**src/rtl/ecc_scrub_ctrl.sv**
```systemverilog
// ecc_scrub_ctrl: memory scrub sequencer wrapped around an external
// combinational SEC/DED decoder. Walks addresses 0..DEPTH-1 once per start
// pulse. A single-bit error is written back corrected. Corrected and
// uncorrectable events are counted, and the first uncorrectable address is logged.
module ecc_scrub_ctrl #(
   parameter int unsigned ADDR_W = 8,
   parameter int unsigned DEPTH  = 256,
   parameter int unsigned DATA_W = 16,
   parameter int unsigned CHK_W  = 6,
   parameter int unsigned CNT_W  = 8,
   parameter int unsigned CW_W   = DATA_W + CHK_W
) (
   input  logic              clk,
   input  logic              rst,
   input  logic              start_i,
   output logic              busy_o,
   output logic              done_o,
   output logic              mem_req_o,
   output logic              mem_we_o,
   output logic [ADDR_W-1:0] mem_addr_o,
   output logic [CW_W-1:0]   mem_wdata_o,
   input  logic [CW_W-1:0]   mem_rdata_i,
   input  logic              mem_ack_i,
   output logic [CW_W-1:0]   dec_cw_o,
   input  logic [CW_W-1:0]   dec_cw_i,
   input  logic              dec_sec_i,
   input  logic              dec_ded_i,
   output logic [CNT_W-1:0]  sec_cnt_o,
   output logic [CNT_W-1:0]  ded_cnt_o,
   output logic              ded_flag_o,
   output logic [ADDR_W-1:0] ded_addr_o
);

   typedef enum logic [2:0] {
      IDLE,
      RD,
      CHK,
      WB,
      NXT
   } state_t;

   localparam logic [ADDR_W-1:0] LAST_ADDR = ADDR_W'(DEPTH - 1);

   state_t              state;
   logic [ADDR_W-1:0]   addr;
   logic [CW_W-1:0]     cw_q;
   logic [CW_W-1:0]     wdata;
   logic [CNT_W-1:0]    sec_cnt;
   logic [CNT_W-1:0]    ded_cnt;
   logic                ded_flag;
   logic [ADDR_W-1:0]   ded_addr;
   logic                busy;
   logic                done;
   logic                req;
   logic                we;

   // Scrub sequencer. All outputs are registered, so the request, write enable,
   // busy and done signals change only on clock edges. Reset clears them
   // immediately, so a pending request is dropped without completing.
   always_ff @(posedge clk or posedge rst) begin
      if (rst) begin
         state    <= IDLE;
         addr     <= '0;
         cw_q     <= '0;
         wdata    <= '0;
         sec_cnt  <= '0;
         ded_cnt  <= '0;
         ded_flag <= 1'b0;
         ded_addr <= '0;
         busy     <= 1'b0;
         done     <= 1'b0;
         req      <= 1'b0;
         we       <= 1'b0;
      end else begin
         done <= 1'b0;
         case (state)
            IDLE: begin
               if (start_i) begin
                  addr     <= '0;
                  sec_cnt  <= '0;
                  ded_cnt  <= '0;
                  ded_flag <= 1'b0;
                  ded_addr <= '0;
                  busy     <= 1'b1;
                  req      <= 1'b1;
                  we       <= 1'b0;
                  state    <= RD;
               end
            end
            RD: begin
               if (mem_ack_i) begin
                  cw_q  <= mem_rdata_i;
                  req   <= 1'b0;
                  state <= CHK;
               end
            end
            CHK: begin
               // SEC wins over DED when the decoder flags both.
               if (dec_sec_i) begin
                  if (sec_cnt != '1) sec_cnt <= sec_cnt + 1'b1;
                  wdata <= dec_cw_i;
                  req   <= 1'b1;
                  we    <= 1'b1;
                  state <= WB;
               end else begin
                  if (dec_ded_i) begin
                     if (ded_cnt != '1) ded_cnt <= ded_cnt + 1'b1;
                     if (!ded_flag) begin
                        ded_flag <= 1'b1;
                        ded_addr <= addr;
                     end
                  end
                  done  <= (addr == LAST_ADDR);
                  state <= NXT;
               end
            end
            WB: begin
               if (mem_ack_i) begin
                  req   <= 1'b0;
                  we    <= 1'b0;
                  done  <= (addr == LAST_ADDR);
                  state <= NXT;
               end
            end
            NXT: begin
               // done was raised on entry to this state, so it pulses during
               // the final NXT cycle, while busy is still high.
               if (addr == LAST_ADDR) begin
                  addr  <= '0;
                  busy  <= 1'b0;
                  state <= IDLE;
               end else begin
                  addr  <= addr + 1'b1;
                  req   <= 1'b1;
                  we    <= 1'b0;
                  state <= RD;
               end
            end
            default: begin
               state <= IDLE;
               busy  <= 1'b0;
               req   <= 1'b0;
               we    <= 1'b0;
            end
         endcase
      end
   end

   assign busy_o      = busy;
   assign done_o      = done;
   assign mem_req_o   = req;
   assign mem_we_o    = we;
   assign mem_addr_o  = addr;
   assign mem_wdata_o = wdata;
   assign dec_cw_o    = cw_q;
   assign sec_cnt_o   = sec_cnt;
   assign ded_cnt_o   = ded_cnt;
   assign ded_flag_o  = ded_flag;
   assign ded_addr_o  = ded_addr;

endmodule

```
**config.mk**
```make
export PLATFORM = sky130hd
export DESIGN_NAME = ecc_scrub_ctrl
export DESIGN_NICKNAME = d
export VERILOG_FILES = /design/src/rtl/ecc_scrub_ctrl.sv
export SDC_FILE = /design/constraint.sdc
export NUM_CORES = 1
export LEC_CHECK = 0
export CAP_MARGIN = 20
export CELL_PAD_IN_SITES_DETAIL_PLACEMENT = 1
export CELL_PAD_IN_SITES_GLOBAL_PLACEMENT = 2
export CORE_MARGIN = 5
export CORE_UTILIZATION = 27
export DETAILED_ROUTE_END_ITERATION = 10
export PLACE_DENSITY = 0.75
export SYNTH_ARGS = -nofsm -noshare
export SYNTH_HDL_FRONTEND = slang
export SYNTH_SLANG_ARGS = --single-unit
```
**constraint.sdc**
```tcl
create_clock -name clk -period 3.65 [get_ports clk]
set_input_delay 0.73 -clock clk [delete_from_list [all_inputs] [get_ports clk]]
set_output_delay 0.73 -clock clk [all_outputs]
set_load 0.02 [all_outputs]
```
==> flow_summary_export.csv, run 1 <==
group,metric,value,unit
flow_run,drv_cap,0,
place,gp_congestion,0.773,
synth,synthCells,363,
route,vias_per_cell,4.80,
timing,grt_setup_unrepaired,"no",
critical_path,crit_path_max_fanout,11,
min_path,hp-class,"reg -> reg",
timing,relSlewSlack,47.2,%
global_route,grt_max_degree,46,
clock_tree,cts_buffer_depth,2,
synth,synth_top_cell_by_area,"dfrtp_1",
clock_tree,cts_setup_buffers,0,
global_route,overflow,0,
route,firstDrtPassIters,4,
route,vias,3257,
layout,final_cell_area,5600,um2
layout,syn_to_final_growth,47.3,%
synth,synthesis.area,3800,um2
synth,synth_edf_count,0,
status,status,"complete, no violations",
synth,synth.distinct_cells,55,
clock_tree,insertion_delay,0.34,ns
synth,synthTopCellsByArea,"dfrtp_1 55%, nand2_1 7.7%, mux2_2 6.8%",
global_route,grt_pass1_wl,18.7,mm
synth,ys_warn_count,0,
floorplan,core_area,13800,um2
timing,skew,0.00850,ns
clock_tree,cts-resized-gates,0,
synth,ys_seq_elements,84,
timing,setup_violations,0,
critical_path,critical_path_class,"in -> reg",
timing,hold_viol,0,
route,remaining_drc_errors,0,
pwr,cellLeakagePower,2.41,nW
floorplan,die_x,129,um
pwr,p_per_area,752,nW/um2
clock_tree,htreeDepth,3,
clock_tree,clock-sinks,84,
timing,fmax,0.426,GHz
synth,synthFlopType,"dfrtp_1",
clock_tree,cts_buffers,9,
place,place_hpwl,8.53,mm
clock_tree,cts_tree,"yes",
synth,syn_nets,416,
critical_path,start_kind,"input port",
route,drt-wirelength-per-cell,17.0,um
place,placed_cell_area,5320,um2
synth,synthMostInstantiatedCell,"dfrtp_1",
synth,synthArstFlopShare,100,%
timing,final_max_slew_viol_count,0,
layout,drive_gt1_share,11.2,%
synth,synth_common_cells,"84 x dfrtp_1, 78 x nand2_1, 23 x mux2_2, 22 x nand3_1, 16 x inv_1",
floorplan,initial_core_util,27.5,%
global_route,grt_usage,14.2,%
timing,fin_setup_tns,0,ns
floorplan,fp.dieArea,16500,um2
pwr,ir_drop,0.308,mV
synth,yosys.area.top_type_share,55.4,%
floorplan,rows,43,
layout,nNetsFinal,547,
clock_tree,cts.clk_slew.worst_paths,0.06,ns
timing,fin_crit_sh,64.3,%
timing,worst_slew_pin_slew,0.791,ns
route,drt_iter0_markers,140,
critical_path,cp.required,3.87,ns
clock_tree,cts_hold_buf,0,
floorplan,die_h,129,um
global_route,grt_pass1_vias,3548,
critical_path,end_kind,"register",
synth,avgSynthCellArea,10.5,um2
place,numPortBuffers,130,
layout,diodes,0,
floorplan,ioPinCount,131,
route,drt_wl_total,11.5,mm
global_route,antenna_found_initial,0,
timing,fin_crit,2.35,ns
route,ant_nets,0,
synth,yosysSeqAreaShare,55.4,%
critical_path,arrival,2.57,ns
clock_tree,ctsRootBufferMaster,"clkbuf_16",
per-layer routing:
| layer | up-vias | share of wire (%) | global-route usage, % | wire [um] |
|---|---|---|---|---|
| met5 | - | 0 | 0 | 0 |
| met4 | 0 | 1.9 | 5.13 | 225 |
| met3 | 13 | 4.1 | 3.24 | 478 |
| met2 | 67 | 50 | 24.4 | 5810 |
| met1 | 1634 | 44 | 17.4 | 5030 |
| li1 | 1543 | - | - | - |
power by group:
group	internal [mW]	total (mW)	switching, mW
logic	0.879	1.83	0.952
registers	1.24	1.52	0.284
clock network	0.463	0.855	0.392
total	2.58	4.21	1.63
flip-flops by register name, summed over array words and instances, names as in the netlist, 3 cells and up:
signal / cells
sec_cnt_o: 8
ded_cnt_o: 8
state: 3
ded_addr_o: 8
dec_cw_o: 22
mem_addr_o: 8
mem_wdata_o: 22
worst paths after layout:
| check | end | startpoint | cells after the start | slack [ns] |
|---|---|---|---|---|
| worst max-delay path | ded_cnt_o[6] | dec_sec_i | 5 | 1.30 |
| worst min register to register | mem_wdata_o[8] | mem_wdata_o[8] | 2 | 0.47 |
| worst max register to register | mem_req_o | mem_addr_o[0] | 5 | 1.52 |
| max in group asynchronous | mem_wdata_o[9] | rst | 3 | 2.14 |
| worst min-delay path | mem_wdata_o[8] | mem_wdata_o[8] | 2 | 0.47 |
| min in group asynchronous | dec_cw_o[2] | rst | 2 | 0.81 |
stage by stage:
stage,cells,power [mW],hold slack [ns],setup WS [ns],utilization [%]
floorplan,363,2.50,0.584,0.755,-
global placement,663,3.35,0.459,1.05,38.5
detailed placement,663,3.40,0.462,0.967,38.5
CTS,678,4.28,0.478,1.31,40.5
global route,678,4.48,0.516,1.18,40.5
finish,678,4.21,0.472,1.30,40.5
layout make-up:
class	count	area, um2
sequential	84	2100
tap	180	225
clock inverter	6	46.3
inverter	16	61.3
clock buffer	9	225
timing repair buffer	135	1350
multi-input combinational	248	1580
fill	1558	8230
cells by family (layout without fill, tap and decap cells):
group	Yosys count	after routing	share of synthesized area, %
adder cells (fa/ha/maj)	3	3	0.989
AO/OA/AOI/OAI	61	61	12.0
multiplexers	28	28	8.14
flip-flops	84	84	55.4
XOR/XNOR	2	2	0.461
AND/OR/NAND/NOR	154	154	19.6
buffers and inverters	31	166	3.49
critical path: stages:
cell             delay [ns]
clkdlybuf4s50_1        0.61
nand3b_1               0.36
a21oi_2                0.35
o31ai_2                0.19
a211o_1                0.32
cells in the final DEF (no fill, tap or decap), types with 4 or more instances in the layout:
master	instances
a211o_1	6
a21oi_1	8
a22o_1	5
a31oi_1	5
and3_1	8
buf_4	4
clkbuf_16	9
clkdlybuf4s50_1	130
dfrtp_1	84
inv_1	15
mux2_2	23
mux2i_1	5
nand2_1	78
nand3_1	22
nand4_1	4
nor2_1	14
nor3_1	6
o21ai_0	15
No activity file was read; power rests on OpenSTA's default activity.
==> run 2, diff against run 1 <==
Settings changed: CORE_UTILIZATION 27 to 25, PLACE_DENSITY 0.75 to 0.73.
Clock period 3.65 ns to 2.1 ns, I/O delays scaled along.
==> flow_summary_export.csv, run 2 (synthesis results as in run 1) <==
group,metric,value,unit
status,status,"complete, no violations",
layout,drive_gt1_share,14.5,%
layout,layout_common_cells,"130 x clkdlybuf4s50_1, 84 x dfrtp_1, 78 x nand2_1",
floorplan,initial_core_util,25.3,%
floorplan,core_area,15000,um2
clock_tree,cts_buffer_depth,2,
floorplan,fp.dieArea,17800,um2
pwr,cellLeakagePower,2.53,nW
clock_tree,cts.clk_slew.worst_paths,0.07,ns
clock_tree,clock-sinks,84,
floorplan,ioPinCount,131,
min_path,worstHoldPathCells,2,
critical_path,start_kind,"register",
route,vias,3337,
route,vias_per_cell,4.73,
global_route,antenna_found_initial,0,
clock_tree,cts_tree,"yes",
place,place_hpwl,8.80,mm
critical_path,cp_top_family,"buffers and inverters",
global_route,overflow,0,
timing,grt_setup_unrepaired,"no",
timing,fmax,0.523,GHz
route,drt_wl_total,11.5,mm
clock_tree,cts-resized-gates,0,
route,firstDrtPassIters,4,
place,numPortBuffers,130,
timing,final_max_slew_viol_count,0,
floorplan,die_h,133,um
flow_run,drv_cap,0,
route,drt-wirelength-per-cell,16.4,um
timing,worst_slew_pin_slew,0.577,ns
global_route,grt_usage,13.4,%
place,pre_cts_ws,0.0383,ns
clock_tree,insertion_delay,0.34,ns
place,gp_congestion,0.751,
clock_tree,htreeDepth,3,
route,ant_nets,0,
layout,final_cell_area,5820,um2
layout,fill_cells,1652,
layout,syn_to_final_growth,53.3,%
layout,nNetsFinal,565,
pwr,ir_drop,0.513,mV
clock_tree,cts_hold_buf,0,
place,placed_cell_area,5520,um2
critical_path,ff2ff_path_depth,5,
timing,hold_slack,0.472,ns
timing,fin_crit,1.91,ns
min_path,hp-class,"reg -> reg",
critical_path,critical_path_class,"reg -> out",
layout,final_common_cell,"clkdlybuf4s50_1",
timing,fin_crit_sh,91.1,%
global_route,grt_max_degree,25,
critical_path,worstPathCellList,"clkdlybuf4s50_1",
critical_path,slowest_stage,"clkdlybuf4s50_1",
pwr,total_power,7.61,mW
critical_path,reg2reg_to,"ded_cnt_o[4]",
min_path,min_from,"mem_wdata_o[6]",
critical_path,slowest_delay,0.66,ns
timing,setup_violations,0,
floorplan,die_x,133,um
critical_path,path_depth,1,
critical_path,end_kind,"output port",
global_route,grt_pass1_wl,19.2,mm
clock_tree,cts_setup_buffers,0,
critical_path,arrival,1.49,ns
clock_tree,ctsRootBufferMaster,"clkbuf_16",
critical_path,crit_path_max_fanout,8,
min_path,min_to,"mem_wdata_o[6]",
route,remaining_drc_errors,0,
global_route,grt_pass1_vias,3557,
timing,skew,0.00622,ns
pwr,p_per_area,1310,nW/um2
floorplan,rows,45,
route,drt_iter0_markers,93,
critical_path,crit_buf_inv,1,
critical_path,r2r_start,"ded_cnt_o[1]",
timing,fin_setup_tns,0,ns
timing,hold_viol,0,
layout,diodes,0,
critical_path,cp.required,1.68,ns
clock_tree,cts_buffers,9,
timing,relSlewSlack,61.4,%
critical_path,rrSetupSlack,0.19,ns
timing,fin_ws,0.186,ns
## run 2: cell count changes in the layout (fill, tap and decap cells not counted)
cell,previous run,this run
inv_6,3,2
clkinv_4,0,1
buf_12,1,5
bufinv_16,0,1
buf_4,4,18
## run 2: power by group
group	internal (mW)	switching, mW
clock network	0.928	0.688
logic	1.69	1.73
registers	2.15	0.425
## run 2: how the worst max path moves through the flow
stage	from	endpoint	slack [ns]
after CTS	mem_addr_o[6]	mem_addr_o[6]	0.16
after detailed placement	dec_sec_i	sec_cnt_o[3]	0.04
after global placement	dec_sec_i	sec_cnt_o[3]	0.1
after floorplan	ded_cnt_o[1]	ded_cnt_o[4]	0.31
after global routing	state[1]	ded_cnt_o[4]	0.03
final	mem_addr_o[6]	mem_addr_o[6]	0.19
## run 2: layout make-up
type / instances / area [um2] / share of cell area, %
Tap cell: 188 / 235 / 4.04
Timing Repair Buffer: 153 / 1540 / 26.4
Inverter: 16 / 63.8 / 1.10
Sequential cell: 84 / 2100 / 36.1
Clock inverter: 7 / 73.8 / 1.27
Clock buffer: 9 / 225 / 3.87
Multi-Input combinational cell: 248 / 1580 / 27.2
## run 2: worst reg2reg max path: stages, from the launching register on
cell	delay [ns]
dfrtp_1	0.46
ha_1	0.28
nand3_1	0.20
o2111a_1	0.38
and3_1	0.22
a211o_1	0.25
## run 2: through the flow
step	utilization, %	std cells
final	38.7	705
after detailed placement	36.7	689
after global routing	38.7	705
after CTS	38.7	705
after global placement	36.7	689
after floorplan	-	363
## run 2: per-layer routing
| layer | routed length [um] | global-route usage, % | vias up | share of wire, % |
|---|---|---|---|---|
| li1 | - | - | 1582 | - |
| met1 | 5160 | 16.6 | 1679 | 45 |
| met2 | 5820 | 23.1 | 66 | 50 |
| met3 | 429 | 3.17 | 10 | 3.7 |
| met4 | 140 | 4.46 | 0 | 1.2 |
| met5 | 0 | 0 | - | 0 |
